[src/rtl/serial_add_pkg.sv]
// Shared definitions for the serial adder, its requester and the benches around them.
package serial_add_pkg;

    localparam int unsigned SA_WIDTH     = 16;
    localparam int unsigned SA_TIMEOUT   = 64;
    localparam int unsigned SA_CNT_WIDTH = 16;

    typedef enum logic [1:0] {
        IDLE  = 2'd0,
        START = 2'd1,
        WAIT  = 2'd2,
        RESP  = 2'd3
    } sar_state_t;

    typedef struct packed {
        logic mismatch;
        logic timeout;
    } sar_status_t;

    function automatic logic sar_is_error(input sar_status_t status);
        return status.mismatch | status.timeout;
    endfunction

endpackage

[src/rtl/sat_counter16.sv]
// 16-bit event counter with synchronous clear that sticks at all-ones.
module sat_counter16
    import serial_add_pkg::*;
(
    input  logic                    clk,
    input  logic                    clr,
    input  logic                    inc,
    output logic [SA_CNT_WIDTH-1:0] count
);

    localparam int unsigned CW = SA_CNT_WIDTH;
    localparam logic [CW-1:0] CNT_MAX = '1;

    logic [CW-1:0] count_q;
    logic [CW-1:0] count_d;

    always_comb begin
        count_d = count_q;
        if (clr) begin
            count_d = '0;
        end else if (inc && (count_q != CNT_MAX)) begin
            count_d = count_q + CW'(1);
        end
    end

    always_ff @(posedge clk) begin
        count_q <= count_d;
    end

    assign count = count_q;

endmodule

[src/rtl/serial_add_requester.sv]
// Initiator for the serial adder start/done handshake: issues one operand pair,
// waits for done or a timeout, checks the sum and returns it over a response port.
module serial_add_requester
    import serial_add_pkg::*;
#(
    parameter int unsigned WIDTH   = SA_WIDTH,
    parameter int unsigned TIMEOUT = SA_TIMEOUT,
    parameter bit          CHECK   = 1'b1
) (
    input  logic                    clk,
    input  logic                    reset,
    input  logic                    req_valid,
    output logic                    req_ready,
    input  logic [WIDTH-1:0]        req_a,
    input  logic [WIDTH-1:0]        req_b,
    output logic                    add_start,
    output logic [WIDTH-1:0]        add_a,
    output logic [WIDTH-1:0]        add_b,
    input  logic [WIDTH-1:0]        add_sum,
    input  logic                    add_done,
    output logic                    rsp_valid,
    input  logic                    rsp_ready,
    output logic [WIDTH-1:0]        rsp_sum,
    output logic                    rsp_mismatch,
    output logic                    rsp_timeout,
    output logic [SA_CNT_WIDTH-1:0] txn_count,
    output logic [SA_CNT_WIDTH-1:0] err_count
);

    localparam int unsigned TW = $clog2(TIMEOUT);

    sar_state_t       state_q;
    logic [TW-1:0]    timer_q;
    logic [WIDTH-1:0] add_a_q;
    logic [WIDTH-1:0] add_b_q;
    logic             add_start_q;
    logic             rsp_valid_q;
    logic [WIDTH-1:0] rsp_sum_q;
    sar_status_t      rsp_status_q;

    logic [WIDTH-1:0] golden_c;
    logic             timer_expired_c;
    logic             rsp_fire_c;
    logic             rsp_err_fire_c;

    // Golden sum keeps only the low WIDTH bits; the carry-out is not part of the result.
    assign golden_c        = add_a_q + add_b_q;
    assign timer_expired_c = (timer_q == TW'(TIMEOUT - 1));
    assign rsp_fire_c      = (state_q == RESP) && rsp_ready;
    assign rsp_err_fire_c  = rsp_fire_c && sar_is_error(rsp_status_q);

    always_ff @(posedge clk) begin
        if (reset) begin
            state_q      <= IDLE;
            timer_q      <= '0;
            add_a_q      <= '0;
            add_b_q      <= '0;
            add_start_q  <= 1'b0;
            rsp_valid_q  <= 1'b0;
            rsp_sum_q    <= '0;
            rsp_status_q <= '0;
        end else begin
            add_start_q <= 1'b0;
            case (state_q)
                IDLE: begin
                    if (req_valid) begin
                        add_a_q     <= req_a;
                        add_b_q     <= req_b;
                        add_start_q <= 1'b1;
                        state_q     <= START;
                    end
                end
                // The adder may still present done from the previous operation here.
                START: begin
                    timer_q <= '0;
                    state_q <= WAIT;
                end
                WAIT: begin
                    if (add_done) begin
                        rsp_sum_q             <= add_sum;
                        rsp_status_q.mismatch <= CHECK && (add_sum != golden_c);
                        rsp_status_q.timeout  <= 1'b0;
                        rsp_valid_q           <= 1'b1;
                        state_q               <= RESP;
                    end else if (timer_expired_c) begin
                        rsp_sum_q             <= '0;
                        rsp_status_q.mismatch <= 1'b0;
                        rsp_status_q.timeout  <= 1'b1;
                        rsp_valid_q           <= 1'b1;
                        state_q               <= RESP;
                    end else begin
                        timer_q <= timer_q + TW'(1);
                    end
                end
                RESP: begin
                    if (rsp_ready) begin
                        rsp_valid_q <= 1'b0;
                        state_q     <= IDLE;
                    end
                end
                default: begin
                    state_q <= IDLE;
                end
            endcase
        end
    end

    sat_counter16 u_txn_cnt (
        .clk   (clk),
        .clr   (reset),
        .inc   (rsp_fire_c),
        .count (txn_count)
    );

    sat_counter16 u_err_cnt (
        .clk   (clk),
        .clr   (reset),
        .inc   (rsp_err_fire_c),
        .count (err_count)
    );

    assign req_ready    = (state_q == IDLE) && !reset;
    assign add_start    = add_start_q;
    assign add_a        = add_a_q;
    assign add_b        = add_b_q;
    assign rsp_valid    = rsp_valid_q;
    assign rsp_sum      = rsp_sum_q;
    assign rsp_mismatch = rsp_status_q.mismatch;
    assign rsp_timeout  = rsp_status_q.timeout;

endmodule

[config.mk]
export PLATFORM = sky130hd
export DESIGN_NAME = serial_add_requester
export DESIGN_NICKNAME = d
export VERILOG_FILES = /design/src/rtl/serial_add_pkg.sv /design/src/rtl/sat_counter16.sv /design/src/rtl/serial_add_requester.sv
export SDC_FILE = /design/constraint.sdc
export NUM_CORES = 1
export LEC_CHECK = 0
export BUFFER_PORTS_ARGS = -buffer_cell sky130_fd_sc_hd__buf_4
export CAP_MARGIN = 20
export CORE_ASPECT_RATIO = 0.5
export CORE_UTILIZATION = 55
export DETAILED_ROUTE_END_ITERATION = 12
export PLACE_DENSITY = 0.83
export SLEW_MARGIN = 20
export SYNTH_ARGS = -nofsm -noshare
export SYNTH_HDL_FRONTEND = slang
export SYNTH_HIERARCHICAL = 1
export SYNTH_SLANG_ARGS = --single-unit
[constraint.sdc]
create_clock -name clk -period 4.3 [get_ports clk]
set_input_delay 0.43 -clock clk [delete_from_list [all_inputs] [get_ports clk]]
set_output_delay 0.43 -clock clk [all_outputs]
set_load 0.05 [all_outputs]
After elaboration in Yosys (flattened, before gate mapping) --
Cells that the tools add are included.
Operators by class: add/subtract/negate cells 4, eq/ne operators 12, bitwise operators 2, reductions and logical operators 16, muxes and demuxes 17
Operators with widths (count):
- adder 16 x 1 -> 16 bit (second input constant) | 2
- two-way mux 16 bit | 2
- != test 16 bit (second input constant) | 2
- adder 16 bit | 1
- != test 16 bit | 1
- two-way mux 2 bit | 6
- two-way mux 6 bit | 2
- case mux 6 bit (2 select lines) | 1
- AND reduction 3 bit | 3
- != test 2 bit (second input constant) | 4
- case mux 2 bit (4 select lines) | 1
- adder 6 x 1 -> 6 bit (second input constant) | 1
- == test 6 bit (second input constant) | 1
- nonzero test 2 bit | 3
- logical AND 1 bit | 5
- == test 2 bit (second input constant) | 2
- two-way mux 1 bit | 4
- AND reduction 2 bit | 2
- != test 3 bit (second input constant) | 1
- == test 2 x 1 -> 1 bit (second input constant) | 1
- logical NOT 2 bit | 1
- case mux 1 bit (2 select lines) | 1
- OR reduction 2 bit | 1
- logical NOT 1 bit | 1
- other kinds (2) | 2
Word-level totals: bits in registers 92, input bits 53, logic and storage cells 62, output and inout port bits 85

Logic depth before layout (Yosys ltp) --
Gate-level depths: netlist of run 1.
depth after elaboration 4, depth in mapped cells 9, depth with buffers taken out 9

Cells and area by module --
The synthesis of run 1 kept the hierarchy.
By module, submodules not included:
- serial_add_requester | instances 1, seq. area each 1201.2 sq um, area each 3345.7 sq um, cells each 425
- sat_counter16 | instances 2, seq. area each 320.3 sq um, area each 848.3 sq um, cells each 99

Worst setup path before layout of run 1 --
OpenSTA, ideal clock, no wires.
kind register to register, from register add_a_q[0] (netlist: add_a[0]), to register rsp_status_q, in the netlist rsp_mismatch, data required time 4.163 ns, period minus slack after synthesis 2.858 ns, library setup time 0.137 ns, stages on the path, launching flop included 10, path buffers 0, setup slack 1.442 ns, data arrival time 2.721 ns, cell sequence dfxtp_1 ha_1 fa_1 a21o_1 a21oi_2 xnor2_1 a311o_2 or4_1 nor4_1 a311oi_1
On the way: word-level cells in the longest chain between the ends 3
RTL lines:
- from (decl) | RTL line serial_add_requester.sv:34 | logic [WIDTH-1:0] add_a_q;
- from (signal assigned) | RTL line serial_add_requester.sv:67 | add_a_q <= req_a;
- adder 16 bit | RTL line serial_add_requester.sv:47 | assign golden_c = add_a_q + add_b_q;
- != test 16 bit | RTL line serial_add_requester.sv:81 | rsp_status_q.mismatch <= CHECK && (add_sum != golden_c);
- two-way mux 2 bit | RTL line serial_add_requester.sv:79 | if (add_done) begin
- to (decl) | RTL line serial_add_requester.sv:39 | sar_status_t rsp_status_q;
No other way between the ends. A chain may end at the register's enable or synchronous reset.

Worst setup path after layout of run 1 --
from register timer_q[0], to register rsp_status_q, in the netlist rsp_mismatch
On the way: word-level cells in the longest chain between the ends 3
RTL lines:
- from (decl) | RTL line serial_add_requester.sv:33 | logic [TW-1:0] timer_q;
- from (signal assigned) | RTL line serial_add_requester.sv:92 | timer_q <= timer_q + TW'(1);
- == test 6 bit | RTL line serial_add_requester.sv:48 | assign timer_expired_c = (timer_q == TW'(TIMEOUT - 1));
- nonzero test 2 bit (no line)
- AND reduction 2 bit (no line)
No other way between the ends.

==> run summary, run 1 <==
status = complete, no violations
largest net degree at the start of global routing = 93
number of global-route vias before repair = 4512
power share of the clock group = 0.249
Clock Skew = 5.24 ps
Critical Path Max Stage Delay = 540 ps
initial core utilization = 0.573
setup TNS = 0 ps
CP max FO = 20
worst slew pin tran = 963 ps
initial antenna violation count = 0
Slowest cell on crit path = a311o_2
Synth area leader = dfxtp_1
unrepaired setup endpoints after global routing = no
Peak VDD IR = 0.225 mV
CP required = 4480 ps
relative slew slack = 0.358
most numerous cell on the critical path = nand2_1
Synth Warn # = 6
EDFF count, synth = 0
WP data arrival = 3020 ps
Reg power frac = 0.354
max-slew violation count = 0
cts bufs inserted = 9
final hold viol count = 0
Max Freq = 352 MHz
total gr overflow = 0
dpl cells = 848
syn_area_per_cell = 8.09 sq um
final WL = 13900 um
Hold Crit Class = in -> reg
Pint = 0.00172 W
I/O pins = 138
Pwr per Cell Area = 449 nW/um^2
Worst setup EP type = flip-flop
Core Footprint = 8800 sq um
Tot GR Track Use = 0.295
#FFs+latches synth = 92
CP Launch Type = flip-flop
Clock Tree Root = clkbuf_16
post-CTS setup buffer count = 0
post-synthesis cell type count = 60
Main synth FF type = dfxtp_1
full die area = 9580 sq um
CTS Hold Bufs = 0
FP Rows = 24
Layout area overhead = 26.3%
gpl congestion = 0.976
die span in y = 69.7 um
ant diodes = 0
cells after synthesis = 623
ys async rst share = 0
WL/cell = 16.1 um
DIE WIDTH = 137 um
Post-route DRC = 0
number of DRC markers in iteration 0 = 392
CP top delay family = simple AND/OR/NAND/NOR gates
Max H-tree Level = 3
Comb pwr share = 0.397
clk slew on worst S/H paths = 60 ps
critical path class = reg -> reg
post-route ant nets = 0
clk buf depth = 2
Area contributors post-synth = dfxtp_1 37%, nand2_1 8.2%, a21oi_1 7.9%
post-synthesis instance area = 5040 sq um
via count = 5096
register area share after synthesis = 0.365
CP bufs+invs = 0
Net Count, Synth = 700
1st-pass router iterations = 5
top cell type's share of synthesized area = 0.365
Cell Chain, Critical Path = ha_1 -> nand2_1 -> nor2_1 -> nand2_1 -> a311o_2 -> or4_1 -> nor4_1 -> a311oi_1
# nets final = 819
Tmin final = 2840 ps
CTS tree = yes
crit share post-route = 0.660
Layout Cells excl Fill = 863
# Max-Cap Violations = 0
NetSw = 0.00114 W
port bufs = 137
layout cells sized above 1 = 0.227
static leakage = 2.64 nW
Worst-Skew Late Latency = 340 ps
first-pass GRT wire length = 22500 um
vias per inst = 5.90
clock sinks = 92
Resized cells post-CTS = 0
switching share of power = 0.400
Final setup violation count = 0
DP Wirelength = 10100 um
[per-stage QoR]
stage	utilization	area [sq um]	hold slack [ps]	power (W)	setup WS, ps
6_report	0.724	6370	337	0.00286	1460
5_1_grt	0.724	6370	334	0.00300	1270
4_1_cts	0.724	6370	334	0.00286	1460
3_5_place_dp	0.694	6110	462	0.00215	1520
3_3_place_gp	0.694	6110	453	0.00213	1570
2_1_floorplan	-	5040	458	0.00183	1440
[per-layer routing]
| layer | track usage | wire [um] | vias to the layer above |
|---|---|---|---|
| li1 | - | - | 2490 |
| met1 | 0.392 | 6040 | 2391 |
| met2 | 0.470 | 6530 | 190 |
| met3 | 0.0833 | 1170 | 25 |
| met4 | 0.0708 | 166 | 0 |
| met5 | 0 | 0 | - |
[registers in the layout, summed over array words and instances, names as in the netlist]
signal,count
add_a,16
add_b,16
rsp_sum,16
u_err_cnt/count,16
u_txn_cnt/count,16
timer_q,6
state_q,2
add_start,1
rsp_mismatch,1
rsp_timeout,1
rsp_valid,1
[cells in the mapped netlist, drive strengths merged, types with 6 or more instances]
cell type	n
a21o	6
a21oi	82
and2	7
and4	6
clkbuf	24
dfxtp	92
ha	23
inv	14
nand2	112
nand3	37
nand4	12
nor2	25
nor3	15
nor4	7
o21a	7
o21ai	18
o31ai	12
or3	10
or4	15
xnor2	21
[worst register-to-register path, delay by kind of cell, from the launching register on]
| kind | cells | cell delay [ps] |
|---|---|---|
| AO/OA/AOI/OAI | 2 | 670 |
| flip-flops | 1 | 400 |
| AND/OR/NAND/NOR | 5 | 1410 |
| adder cells (fa/ha/maj) | 1 | 210 |
[cell type report]
type | count | area, sq um
clock inverters | 4 | 27.5
fillers | 720 | 2430
well taps | 117 | 146
repair buffers | 137 | 1030
flip-flops and latches | 92 | 1840
inverters | 14 | 52.6
clock buffers | 11 | 233
multi-input cells | 488 | 3040
[worst paths after layout]
path | to | startpoint | depth (start not counted) | slack, ps
worst max register to register | rsp_mismatch | timer_q[0] | 8 | 1460
worst min register to register | rsp_sum[2] | rsp_sum[2] | 2 | 470
worst max-delay path | rsp_mismatch | timer_q[0] | 8 | 1460
worst min-delay path | add_a[15] | req_a[15] | 3 | 340
[cells by family after synthesis]
group	Yosys count	share of synthesized area
adders and majority gates	24	0.0610
and+or+nand+nor	267	0.273
xor gates and xnor gates	27	0.0496
DFF	92	0.365
AOI/OAI and AO/OA	161	0.199
muxes	9	0.0196
buffers and inverters	43	0.0325
[power groups by stage]
stage	Sequential [W]	Clock [W]	Combinational (W)
3_5_place_dp	0.00103	0	0.00112
6_report	0.00101	0.000712	0.00114
5_1_grt	0.00102	0.000757	0.00122
2_1_floorplan	0.00129	0	0.000538
4_1_cts	0.00101	0.000721	0.00112
3_3_place_gp	0.00103	0	0.00111
[placed cells by master, fill, tap and decap left out, types with 4 or more instances in the layout]
| cell type | count |
|---|---|
| nand2_1 | 109 |
| clkbuf_16 | 9 |
| buf_4 | 137 |
| mux2i_1 | 5 |
| inv_1 | 14 |
| nor3_1 | 15 |
| a21oi_1 | 80 |
| o31ai_1 | 12 |
| ha_1 | 23 |
| nor2b_1 | 5 |
| nor4_1 | 5 |
| a211oi_1 | 5 |
| and2_1 | 5 |
| o21ai_0 | 18 |
| nor2_1 | 25 |
| and4_1 | 6 |
| nand3_1 | 37 |
| nand2b_1 | 5 |
| xnor2_1 | 21 |
| a21o_1 | 6 |
| a22oi_1 | 4 |
| xor2_1 | 5 |
| nand4_1 | 10 |
| and3_1 | 4 |
| o21a_1 | 7 |
| dfxtp_1 | 92 |
| or4_1 | 15 |
| or3_1 | 10 |
Power figures use the tool's default switching activity.
==> run 2, diff against run 1 <==
- CORE_UTILIZATION: 55 -> 53
- PLACE_DENSITY: 0.83 -> 0.81
- clock period: 4.3 -> 2.8 ns (I/O delays scaled with it)
==> run 2 against run 1 <==
Compared with the run above:
- largest power group unchanged
- total power increased by 61%
- non-clock buffer count grew 13
- largest cell class unchanged
- first-iteration DRC count shrank 6.1%
- worst hold slack worse by 160 ps
- wire length is 3.9% higher
- register-to-register slack worse by 1300 ps
- sequential share of layout area decreased by 0.61 points
- global-route usage down 0.31 points
- cell count grew 1.6%
==> run summary, run 2 (synthesis gave the netlist of run 1 again) <==
final WL = 14500 um (+3.9%)
post-route ant nets = 0 (unchanged)
1st-pass router iterations = 5 (unchanged)
Worst setup EP type = flip-flop
Max H-tree Level = 3 (unchanged)
Power Total = 0.00460 W (+61%)
Tot GR Track Use = 0.292 (-0.00311)
Final setup violation count = 0 (unchanged)
Max Freq = 373 MHz (+5.8%)
hold slack = 181 ps (-156 ps)
number of DRC markers in iteration 0 = 368 (-6.1%)
WP data arrival = 2890 ps (-130 ps)
relative slew slack = 0.481 (+0.123)
clk slew on worst S/H paths = 70 ps (about the same)
ant diodes = 0 (unchanged)
dpl cells = 861 (+1.5%)
cts bufs inserted = 9 (unchanged)
Hold Crit Class = in -> reg
full die area = 9930 sq um (+3.7%)
Post-route DRC = 0 (unchanged)
clock sinks = 92 (unchanged)
DIE WIDTH = 140 um (+1.8%)
Peak VDD IR = 0.359 mV (+59%)
crit share post-route = 0.958 (+0.298)
CP max FO = 3 (-85%)
clk buf depth = 2 (unchanged)
# Max-Cap Violations = 0 (unchanged)
total gr overflow = 0 (unchanged)
Clock Tree Root = clkbuf_16
setup TNS = 0 ps (unchanged)
commonest non-fill, non-tap cell in the layout = buf_4
via count = 5157 (+1.2%)
port bufs = 137 (unchanged)
post-layout util = 0.727 (+0.00275)
initial core utilization = 0.562 (-0.0115)
I/O pins = 138 (unchanged)
vias per inst = 5.88 (-0.42%)
Core Footprint = 8980 sq um (+2.0%)
number of global-route vias before repair = 4736 (+5.0%)
die span in y = 71.0 um (+1.8%)
layout cells sized above 1 = 0.249 (+0.0221)
first-pass GRT wire length = 23200 um (+3.5%)
largest net degree at the start of global routing = 49 (-47%)
unrepaired setup endpoints after global routing = no
most frequent cells in the layout = 150 x buf_4, 110 x nand2_1, 88 x dfxtp_1
Tmin final = 2680 ps (-157 ps)
Layout area overhead = 29.4%
FP Rows = 24 (unchanged)
critical path class = reg -> reg
# nets final = 832 (+1.6%)
final hold viol count = 0 (unchanged)
max-slew violation count = 0 (unchanged)
Layout Cells excl Fill = 877 (+1.6%)
Worst-Skew Late Latency = 340 ps (about the same)
worst slew pin tran = 768 ps (-195 ps)
CP Launch Type = flip-flop
static leakage = 2.74 nW (+3.5%)
WL/cell = 16.5 um (+2.2%)
CP required = 3010 ps (-1470 ps)
Pwr per Cell Area = 705 nW/um^2 (+57%)
gpl congestion = 0.944 (-3.3%)
status = complete, no violations
DP Wirelength = 10700 um (+6.7%)
initial antenna violation count = 0 (unchanged)
CTS Hold Bufs = 0 (unchanged)
Clock Skew = 9.43 ps (+4.19 ps)
filler cell count = 736 (+2.2%)
CTS tree = yes
[run 2: cell types whose count changed in the layout (fill, tap and decap cells not counted), moves of 2 or more]
cell and delta:
dfxtp_1 -4, clkinvlp_4 -2, clkbuf_1 -2, buf_4 +13, inv_6 +2, dfxtp_2 +4
[run 2: report_power, final]
group / internal, W / switching [W] / total (W)
Sequential: 0.00145 / 0.000111 / 0.00156
Clock: 0.000723 / 0.000527 / 0.00125
Combinational: 0.000634 / 0.00116 / 0.00179
Total: 0.00280 / 0.00180 / 0.00460
[run 2: final timing paths]
path                   start           end  slack (ps)  cells past startpoint
hold / removal      req_b[5]      add_b[5]         180                      3
hold reg to reg   rsp_sum[8]    rsp_sum[8]         470                      2
setup / recovery    add_a[0]  rsp_mismatch         120                      9
setup reg to reg    add_a[0]  rsp_mismatch         120                      9
[run 2: routing by layer]
layer  global-route usage  vias to the layer above  wire [um]
met3               0.0724                       12       1020
met4               0.0623                        0        143
met2                0.482                      175       6660
li1                     -                     2517          -
met5                    0                        -          0
met1                0.389                     2453       6630
[run 2: cell type report]
type / instances / area (sq um) / share of cell area
multi-input combinational: 488 / 3050 / 0.467
timing repair buffer: 150 / 1130 / 0.173
sequential: 92 / 1850 / 0.283
tap: 117 / 146 / 0.0224
clock buffer: 10 / 239 / 0.0366
clock inverter: 6 / 68.8 / 0.0105
inverter: 14 / 52.6 / 0.00805
[run 2: critical path, cell delays in order (launching register included)]
cell and delay (ps):
dfxtp_2 330, ha_1 220, fa_2 360, a21o_1 200, a21oi_2 140, xnor2_1 90
a311o_2 300, or4_1 510, nor4_2 280, a311oi_1 110
[run 2: through the flow]
stage | setup WS (ps) | instance area, sq um
finish | 118 | 6530
global route | 2.88 | 6530
CTS | 35.9 | 6520
detailed placement | 53.1 | 6210
global placement | 48.4 | 6210
floorplan | 68.4 | 5050
[run 2: repair_timing]
action,4_1_cts,5_1_grt
gates resized for setup,0,3
setup endpoints to repair,0,1
buffers inserted,0,0
